## config.mk

```make
export PLATFORM = sky130hd
export DESIGN_NAME = xornor_bscan_array
export DESIGN_NICKNAME = d
export VERILOG_FILES = /design/src/rtl/xornor_bscan_array.sv
export SDC_FILE = /design/constraint.sdc
export NUM_CORES = 1
export LEC_CHECK = 0
export CAP_MARGIN = 20
export CORE_MARGIN = 8
export CORE_UTILIZATION = 56
export CTS_BUF_LIST = sky130_fd_sc_hd__clkbuf_16
export CTS_CLUSTER_SIZE = 8
export DETAILED_ROUTE_END_ITERATION = 8
export PLACE_DENSITY_LB_ADDON = 0.25
export SYNTH_ARGS = -nofsm -noshare
export SYNTH_HDL_FRONTEND = slang
export SYNTH_SLANG_ARGS = --single-unit
```

## constraint.sdc

```tcl
create_clock -name Clk -period 1.23 [get_ports Clk]
set_clock_uncertainty 0.05 [all_clocks]
set_input_delay 0.1845 -clock Clk [delete_from_list [all_inputs] [get_ports Clk]]
set_output_delay 0.1845 -clock Clk [all_outputs]
set_load 0.01 [all_outputs]
```

## src/rtl/xornor_bscan_array.sv

```systemverilog
// -----------------------------------------------------------------------------
// xornor_bscan_array
//
// A WIDTH-wide bank of XOR/NOR slices (X = A^B, Y = ~(X|C)) with a one-cycle
// registered core. Every pin has a boundary-scan cell. The cells form one serial
// chain, which the TAP controller's DR strobes operate.
//
// Parameters:
//   WIDTH      number of slices; the scan chain is 5*WIDTH cells long.
//
// Ports:
//   Clk        rising-edge clock for all state
//   Reset      synchronous, active-high reset (clears SR, UR, core, bypass)
//   A, B, C    functional data pins                               [WIDTH]
//   X, Y       functional results                                 [WIDTH]
//   Mode       0 = normal, 1 = test (core inputs and X/Y come from UR)
//   CaptureDR  load pins and core results into the shift register
//   ShiftDR    shift the chain one cell toward ScanOut
//   UpdateDR   copy the shift register into the update register
//   ScanIn     serial chain input
//   ScanOut    serial chain output (SR MSB, or BR while bypassed)
//   Bypass     present only when XORNOR_BSCAN_BYPASS_EN is defined
//
// Cell map (the same for SR and UR):
//   [W-1:0]=A  [2W-1:W]=B  [3W-1:2W]=C  [4W-1:3W]=X  [5W-1:4W]=Y
//
// Build option:
//   XORNOR_BSCAN_BYPASS_EN  adds the Bypass port and a 1-bit bypass register.
//                           While Bypass=1 the chain is BR alone, and SR and UR
//                           hold.
// -----------------------------------------------------------------------------
module xornor_bscan_array #(
  parameter int WIDTH = 8
) (
  input  logic             Clk,
  input  logic             Reset,
  input  logic [WIDTH-1:0] A,
  input  logic [WIDTH-1:0] B,
  input  logic [WIDTH-1:0] C,
  output logic [WIDTH-1:0] X,
  output logic [WIDTH-1:0] Y,
  input  logic             Mode,
  input  logic             CaptureDR,
  input  logic             ShiftDR,
  input  logic             UpdateDR,
`ifdef XORNOR_BSCAN_BYPASS_EN
  input  logic             Bypass,
`endif
  input  logic             ScanIn,
  output logic             ScanOut
);

  localparam int N = 5 * WIDTH;

  logic [N-1:0]     sr_r;
  logic [N-1:0]     ur_r;
  logic [WIDTH-1:0] xr_r;
  logic [WIDTH-1:0] yr_r;

  logic [N-1:0]     sr_next_s;
  logic [N-1:0]     ur_next_s;
  logic [N-1:0]     capture_s;
  logic [WIDTH-1:0] ain_s;
  logic [WIDTH-1:0] bin_s;
  logic [WIDTH-1:0] cin_s;
  logic [WIDTH-1:0] xor_s;
  logic             bypass_active_s;

`ifdef XORNOR_BSCAN_BYPASS_EN
  logic             br_r;
  logic             br_next_s;

  assign bypass_active_s = Bypass;
`else
  assign bypass_active_s = 1'b0;
`endif

  // Core input select: pins in normal mode, UR A/B/C fields in test mode.
  always_comb begin
    ain_s = A;
    bin_s = B;
    cin_s = C;
    if (Mode) begin
      ain_s = ur_r[WIDTH-1:0];
      bin_s = ur_r[2*WIDTH-1:WIDTH];
      cin_s = ur_r[3*WIDTH-1:2*WIDTH];
    end else begin
      ain_s = A;
      bin_s = B;
      cin_s = C;
    end
  end

  assign xor_s = ain_s ^ bin_s;

  // Capture always samples the pins, even in test mode. The X/Y cells take the
  // registered core, which is the result of the previous cycle.
  assign capture_s = {yr_r, xr_r, C, B, A};

  // Shift/update register next state. Capture has priority over shift, and
  // update is independent of both. A bypassed chain freezes SR and UR.
  always_comb begin
    sr_next_s = sr_r;
    ur_next_s = ur_r;
    if (bypass_active_s) begin
      sr_next_s = sr_r;
      ur_next_s = ur_r;
    end else begin
      if (CaptureDR) begin
        sr_next_s = capture_s;
      end else if (ShiftDR) begin
        sr_next_s = {sr_r[N-2:0], ScanIn};
      end else begin
        sr_next_s = sr_r;
      end
      // UR takes the pre-edge SR, so a same-cycle capture/shift is not seen.
      if (UpdateDR) begin
        ur_next_s = sr_r;
      end else begin
        ur_next_s = ur_r;
      end
    end
  end

  // Scan chain, update register and core result registers.
  always_ff @(posedge Clk) begin
    if (Reset) begin
      sr_r <= {N{1'b0}};
      ur_r <= {N{1'b0}};
      xr_r <= {WIDTH{1'b0}};
      yr_r <= {WIDTH{1'b0}};
    end else begin
      sr_r <= sr_next_s;
      ur_r <= ur_next_s;
      xr_r <= xor_s;
      yr_r <= ~(xor_s | cin_s);
    end
  end

`ifdef XORNOR_BSCAN_BYPASS_EN
  // Bypass register next state: capture clears it, shift loads ScanIn.
  always_comb begin
    br_next_s = br_r;
    if (Bypass) begin
      if (CaptureDR) begin
        br_next_s = 1'b0;
      end else if (ShiftDR) begin
        br_next_s = ScanIn;
      end else begin
        br_next_s = br_r;
      end
    end else begin
      br_next_s = br_r;
    end
  end

  // One-bit bypass register.
  always_ff @(posedge Clk) begin
    if (Reset) begin
      br_r <= 1'b0;
    end else begin
      br_r <= br_next_s;
    end
  end

  // Serial output: BR while bypassed, otherwise the SR MSB.
  always_comb begin
    ScanOut = sr_r[N-1];
    if (Bypass) begin
      ScanOut = br_r;
    end else begin
      ScanOut = sr_r[N-1];
    end
  end
`else
  // Serial output is the SR MSB, so it changes only on the clock edge.
  always_comb begin
    ScanOut = sr_r[N-1];
  end
`endif

  // Output mux. Mode acts combinationally and adds no latency.
  always_comb begin
    X = xr_r;
    Y = yr_r;
    if (Mode) begin
      X = ur_r[4*WIDTH-1:3*WIDTH];
      Y = ur_r[5*WIDTH-1:4*WIDTH];
    end else begin
      X = xr_r;
      Y = yr_r;
    end
  end

endmodule

```

==> results of run 1 <==
## sequential cells by signal (all words and copies together) (netlist names)
signal / flops
sr_r: 40
yr_r: 8
xr_r: 8
ur_r: 40
## placed cells by master (no fill, tap or decap), types with 9 or more instances in the layout
master,instances
a211oi_1,40
buf_4,13
buf_6,16
clkbuf_16,9
clkdlybuf4s50_1,26
dfxtp_1,76
dfxtp_2,20
mux2_4,9
mux2i_1,80
nor2_1,40
nor2b_1,40
xnor2_1,16
## worst register-to-register path, cell delays in order, from the launching register on
cell and delay (ns):
dfxtp_1 0.33, xnor2_1 0.26, o22ai_1 0.14
## stage by stage
step	cells	setup slack [ns]	TNS (ns)
2_1_floorplan	397	0.249	0
3_3_place_gp	526	-0.689	-23.02
3_5_place_dp	526	-0.734	-24.95
4_1_cts	544	-0.0638	-0.851
5_1_grt	545	-0.0797	-1.12
6_report	545	-0.0574	-0.757
## power groups by stage
stage                     registers (mW)  clock network (mW)  logic, mW
final                               3.47                2.68       1.02
after global routing                3.49                2.84       1.10
after CTS                           3.46                2.72       1.01
after detailed placement            3.52                   0      0.964
after global placement              3.52                   0      0.940
after floorplan                     3.47                   0      0.639
## layer usage
layer  wire length, um  vias up  track usage, %
met2              4600       65            31.9
met5                 0        -               0
met4               176        0            6.23
met1              4440     1465            24.0
met3               446       10            4.59
li1                  -     1490               -
## logic make-up (layout without fill, tap and decap cells)
| logic type | after synthesis | count (layout) | synth area share, % |
|---|---|---|---|
| multiplexers | 96 | 96 | 23.3 |
| flip-flops | 96 | 96 | 45.6 |
| buffers and inverters | 35 | 84 | 5.67 |
| AND/OR/NAND/NOR | 98 | 98 | 12.2 |
| XOR/XNOR | 16 | 16 | 3.32 |
| AO/OA/AOI/OAI | 56 | 56 | 9.97 |
## final timing paths
check,startpoint,end,cells after the start
setup / recovery,xr_r[1],X[1],2
hold / removal,Reset,ur_r[17],2
setup reg to reg,ur_r[5],xr_r[5],2
hold reg to reg,ur_r[31],ur_r[31],2
## final cells by class
cell class	count	area [um^2]
Inverter	1	3.75
Fill cell	568	2110
Clock inverter	7	63.8
Sequential cell	96	1950
Clock buffer	9	225
Tap cell	99	124
Timing Repair Buffer	67	731
Multi-Input combinational cell	266	2090
## what timing repair did
| action | 4_1_cts | 5_1_grt |
|---|---|---|
| setup endpoints to repair | 33 | 17 |
| cloned | 1 | 0 |
| setup buffers | 1 | 1 |
| resized for setup | 108 | 10 |
| hold buffers | 0 | 0 |
==> impl_metrics.toml, run 1 <==
[power]
clkPwrFrac_pct = 37.4
power.switching_mw = 1.74
power.leakage_nw = 2.15
combPwrFrac_pct = 14.2
switching_share_pct = 24.3
intPower_mw = 5.42
power_density_nw_per_um2 = 1380
p_seq_share_pct = 48.4
ir_worst_vdd_v = 0.000630
report.power.total_mw = 7.17

[drt]
drc_errors = 0
drt_iter0_markers = 156
vias = 3030
viasPerCell = 5.56
wl_per_cell_um = 17.7
wirelength_mm = 9.67
ant_nets = 0
drtPass1Iterations = 4

[yosys]
syn_area_um2 = 4220
netlist.area_leader.share_pct = 45.6
ys_types = 19
yosys_warnings = 0
yosysMostFrequentCell = "dfxtp_1"
synth_edf_count = 0
synth.net_count = 428
synth_common_cells = "96 x dfxtp_1, 80 x mux2i_1, 40 x a211oi_1, 40 x nor2_1, 40 x nor2b_1"
yosys_register_bits = 96
synth_top_cell_by_area = "dfxtp_1"
ys_seq_area_share_pct = 45.6
synthCells = 397
synth_area_leaders = "dfxtp_1 46%, mux2i_1 19%, a211oi_1 7.1%"
avgSynthCellArea_um2 = 10.6
synth_top_flop_cell = "dfxtp_1"
synthArstFlopShare_pct = 0

[sta]
whs_ns = 0.152
hold_viol_final = 0
relSlewSlack_pct = 77.0
post-route-period-util_pct = 105
setup_ws_ns = -0.0574
fin_crit_ns = 1.29
slew_viol_final = 0
max_freq_ghz = 0.777
finalSetupViolCount = 16
rsz0062_at_grt = "true"
worstMarginPinSlew_ns = 0.345

[layout]
nNetsFinal = 472
diodes = 0
fin_area_um2 = 5180
drive_gt1_share_pct = 20.0
syn2layout_area_growth_pct = 22.9
final_util_pct = 71.1

[worst_setup_path]
worstPathMaxFanout = 2
slowest_stage = "dfxtp_2"
rrSetupSlack_ns = 0.32
crit_family = "flip-flops"
end_kind = "output port"
worst-path-buf-inv = 1
critPathKind = "reg2out"
critPathMaxStageDelay_ns = 0.33
critPathLaunchType = "flop"
worstPathArrival_ns = 1.05
crit_required_ns = 1.00
cp_cell_sequence = "mux2_2, buf_6"

[floorplanning]
io_pins = 48
core_um2 = 7290
rows = 31
die_h_um = 103
start_util_pct = 57.8
die_w_um = 103
die-area_um2 = 10600

[cts]
cts_num_sinks = 96
cts_inserted_buffers = 9
cts.clk_slew.worst_paths_ns = 0.06
clock_latency_ns = 0.33
clockBufferDepth = 2
h-tree-depth = 3
root_buffer = "clkbuf_16"
cts_tree = "yes"

[status]
violations = "negative setup slack"
status = "finished with violations"

[placed_design]
io_buffers = 47
place_congestion = 0.844
dpl-instance-area_um2 = 4770
dp_hpwl_mm = 6.63

[job]
cap_violations = 0

[grt]
grtUsageTotal_pct = 19.2
grt_pass1_vias = 3108
grt_pass1_wl_mm = 15.7
grt.overflow.total = 0
grt_max_degree = 41
antenna_found_initial = 0

[hold_path]
min_path_type = "in2reg"
Note: power is estimated with default switching activity, not from simulation.
==> inputs of run 2 (changes only) <==
Settings changed: CORE_UTILIZATION 56 to 40, TNS_END_PERCENT set to 100.
==> impl_metrics.toml, run 2 (synthesis gave the netlist of run 1 again) <==
[power]
intPower_mw = 5.27
clkPwrFrac_pct = 36.2
combPwrFrac_pct = 14.8
p_seq_share_pct = 49.0
power.switching_mw = 1.82
ir_worst_vdd_v = 0.000578
switching_share_pct = 25.7
power_density_nw_per_um2 = 1340
power.leakage_nw = 2.21

[layout]
drive_gt1_share_pct = 21.5
diodes = 0
largestRegisters = "sr_r: 40 flops, ur_r: 40 flops"
nNetsFinal = 481
syn2layout_area_growth_pct = 25.9
layout.cells.non_filler = 591
layout_commonest_cell = "mux2i_1"
fin_area_um2 = 5310
layout_common_cells = "80 x mux2i_1, 78 x dfxtp_1, 40 x nor2b_1, 40 x a211oi_1, 40 x nor2_1"
final_util_pct = 51.6

[floorplanning]
core_um2 = 10300
start_util_pct = 41.0
io_pins = 48
die-area_um2 = 14100
die_h_um = 119
die_w_um = 119
rows = 37

[job]
cap_violations = 0

[sta]
post-route-period-util_pct = 106
setup_ws_ns = -0.0719
slew_viol_final = 0
rsz0062_at_grt = "true"
max_freq_ghz = 0.768
worstMarginPinSlew_ns = 0.351
fin_setup_tns_ns = -0.896
relSlewSlack_pct = 76.4
hold_viol_final = 0
finalSetupViolCount = 16
whs_ns = 0.265
fin_crit_ns = 1.30

[placed_design]
placed_cells = 574
dp_hpwl_mm = 7.20
dpl-instance-area_um2 = 4930
place_congestion = 0.801
io_buffers = 47

[worst_setup_path]
crit_required_ns = 1.00
r2r-start = "ur_r[2]"
slowest_stage = "dfxtp_2"
critPathMaxStageDelay_ns = 0.34
worstPathArrival_ns = 1.07
end_kind = "output port"
cp_cell_sequence = "mux2_4, buf_6"
r2r_cells = 2
rrSetupSlack_ns = 0.28
critPathLaunchType = "flop"
rr_endpoint = "xr_r[2]"
critPathKind = "reg2out"
worstPathMaxFanout = 2

[grt]
antenna_found_initial = 0
grt_pass1_vias = 3162
grtUsageTotal_pct = 14.5
grt.overflow.total = 0
grt_max_degree = 29
grt_pass1_wl_mm = 16.6

[status]
violations = "negative setup slack"
status = "finished with violations"

[cts]
cts.clk_slew.worst_paths_ns = 0.06
clock_latency_ns = 0.34
h-tree-depth = 3
cts_tree = "yes"
cts_num_sinks = 96
postCtsSetupBuffers = 0
clockBufferDepth = 2
cts_inserted_buffers = 9
ctsHoldBuffers = 0
root_buffer = "clkbuf_16"

[hold_path]
hold_depth = 3
min_path_type = "in2reg"
min_to = "ur_r[16]"
min-delay-start = "Reset"

[drt]
drc_errors = 0
viasPerCell = 5.12
wirelength_mm = 10.1
vias = 3025
ant_nets = 0
drtPass1Iterations = 4
drt_iter0_markers = 146
wl_per_cell_um = 17.1
-- run 2: layout make-up --
cell class,count,area (um^2)
fillers,937,4970
multi-input cells,266,2100
flip-flops and latches,96,1940
repair buffers,76,821
clock buffers,9,225
well taps,136,170
clock inverters,7,47.5
inverters,1,3.75
-- run 2: power groups by stage --
stage / sequential [mW] / combinational [mW] / clock (mW)
floorplan: 3.47 / 0.639 / 0
global route: 3.50 / 1.14 / 2.75
finish: 3.47 / 1.05 / 2.57
detailed placement: 3.53 / 1.01 / 0
global placement: 3.53 / 0.988 / 0
CTS: 3.47 / 1.05 / 2.61
-- run 2: per-stage QoR --
stage	setup WS (ns)	power (mW)
floorplan	0.249	4.11
global placement	-0.732	4.52
detailed placement	-0.738	4.54
CTS	-0.0835	7.14
global route	-0.0964	7.39
finish	-0.0719	7.09
-- run 2: worst max path at each step --
stage,start,endpoint,slack (ns),depth (start not counted)
3_5_place_dp,Mode,Y[2],-0.74,4
3_3_place_gp,Mode,X[0],-0.73,4
4_1_cts,yr_r[3],Y[3],-0.08,2
6_report,yr_r[2],Y[2],-0.07,2
2_1_floorplan,Mode,X[0],0.25,2
5_1_grt,yr_r[3],Y[3],-0.1,2
-- run 2: per-layer routing --
layer	wire length [um]	GRT usage (%)	up-vias
li1	-	-	1507
met1	4910	18.5	1456
met2	4700	23.5	51
met3	344	3.76	11
met4	154	4.27	0
met5	0	0	-
-- run 2: worst max-delay path: cells and delay by family, from the launching register on --
family / cells / cell delay (ns)
buffers and inverters: 1 / 0.12
muxes: 1 / 0.27
DFF: 1 / 0.34
-- run 2: repair_timing --
item / in CTS / in global routing
pin swaps: 0 / 0
resized for setup: 111 / 6
setup endpoints to repair: 25 / 16
cloned: 1 / 0
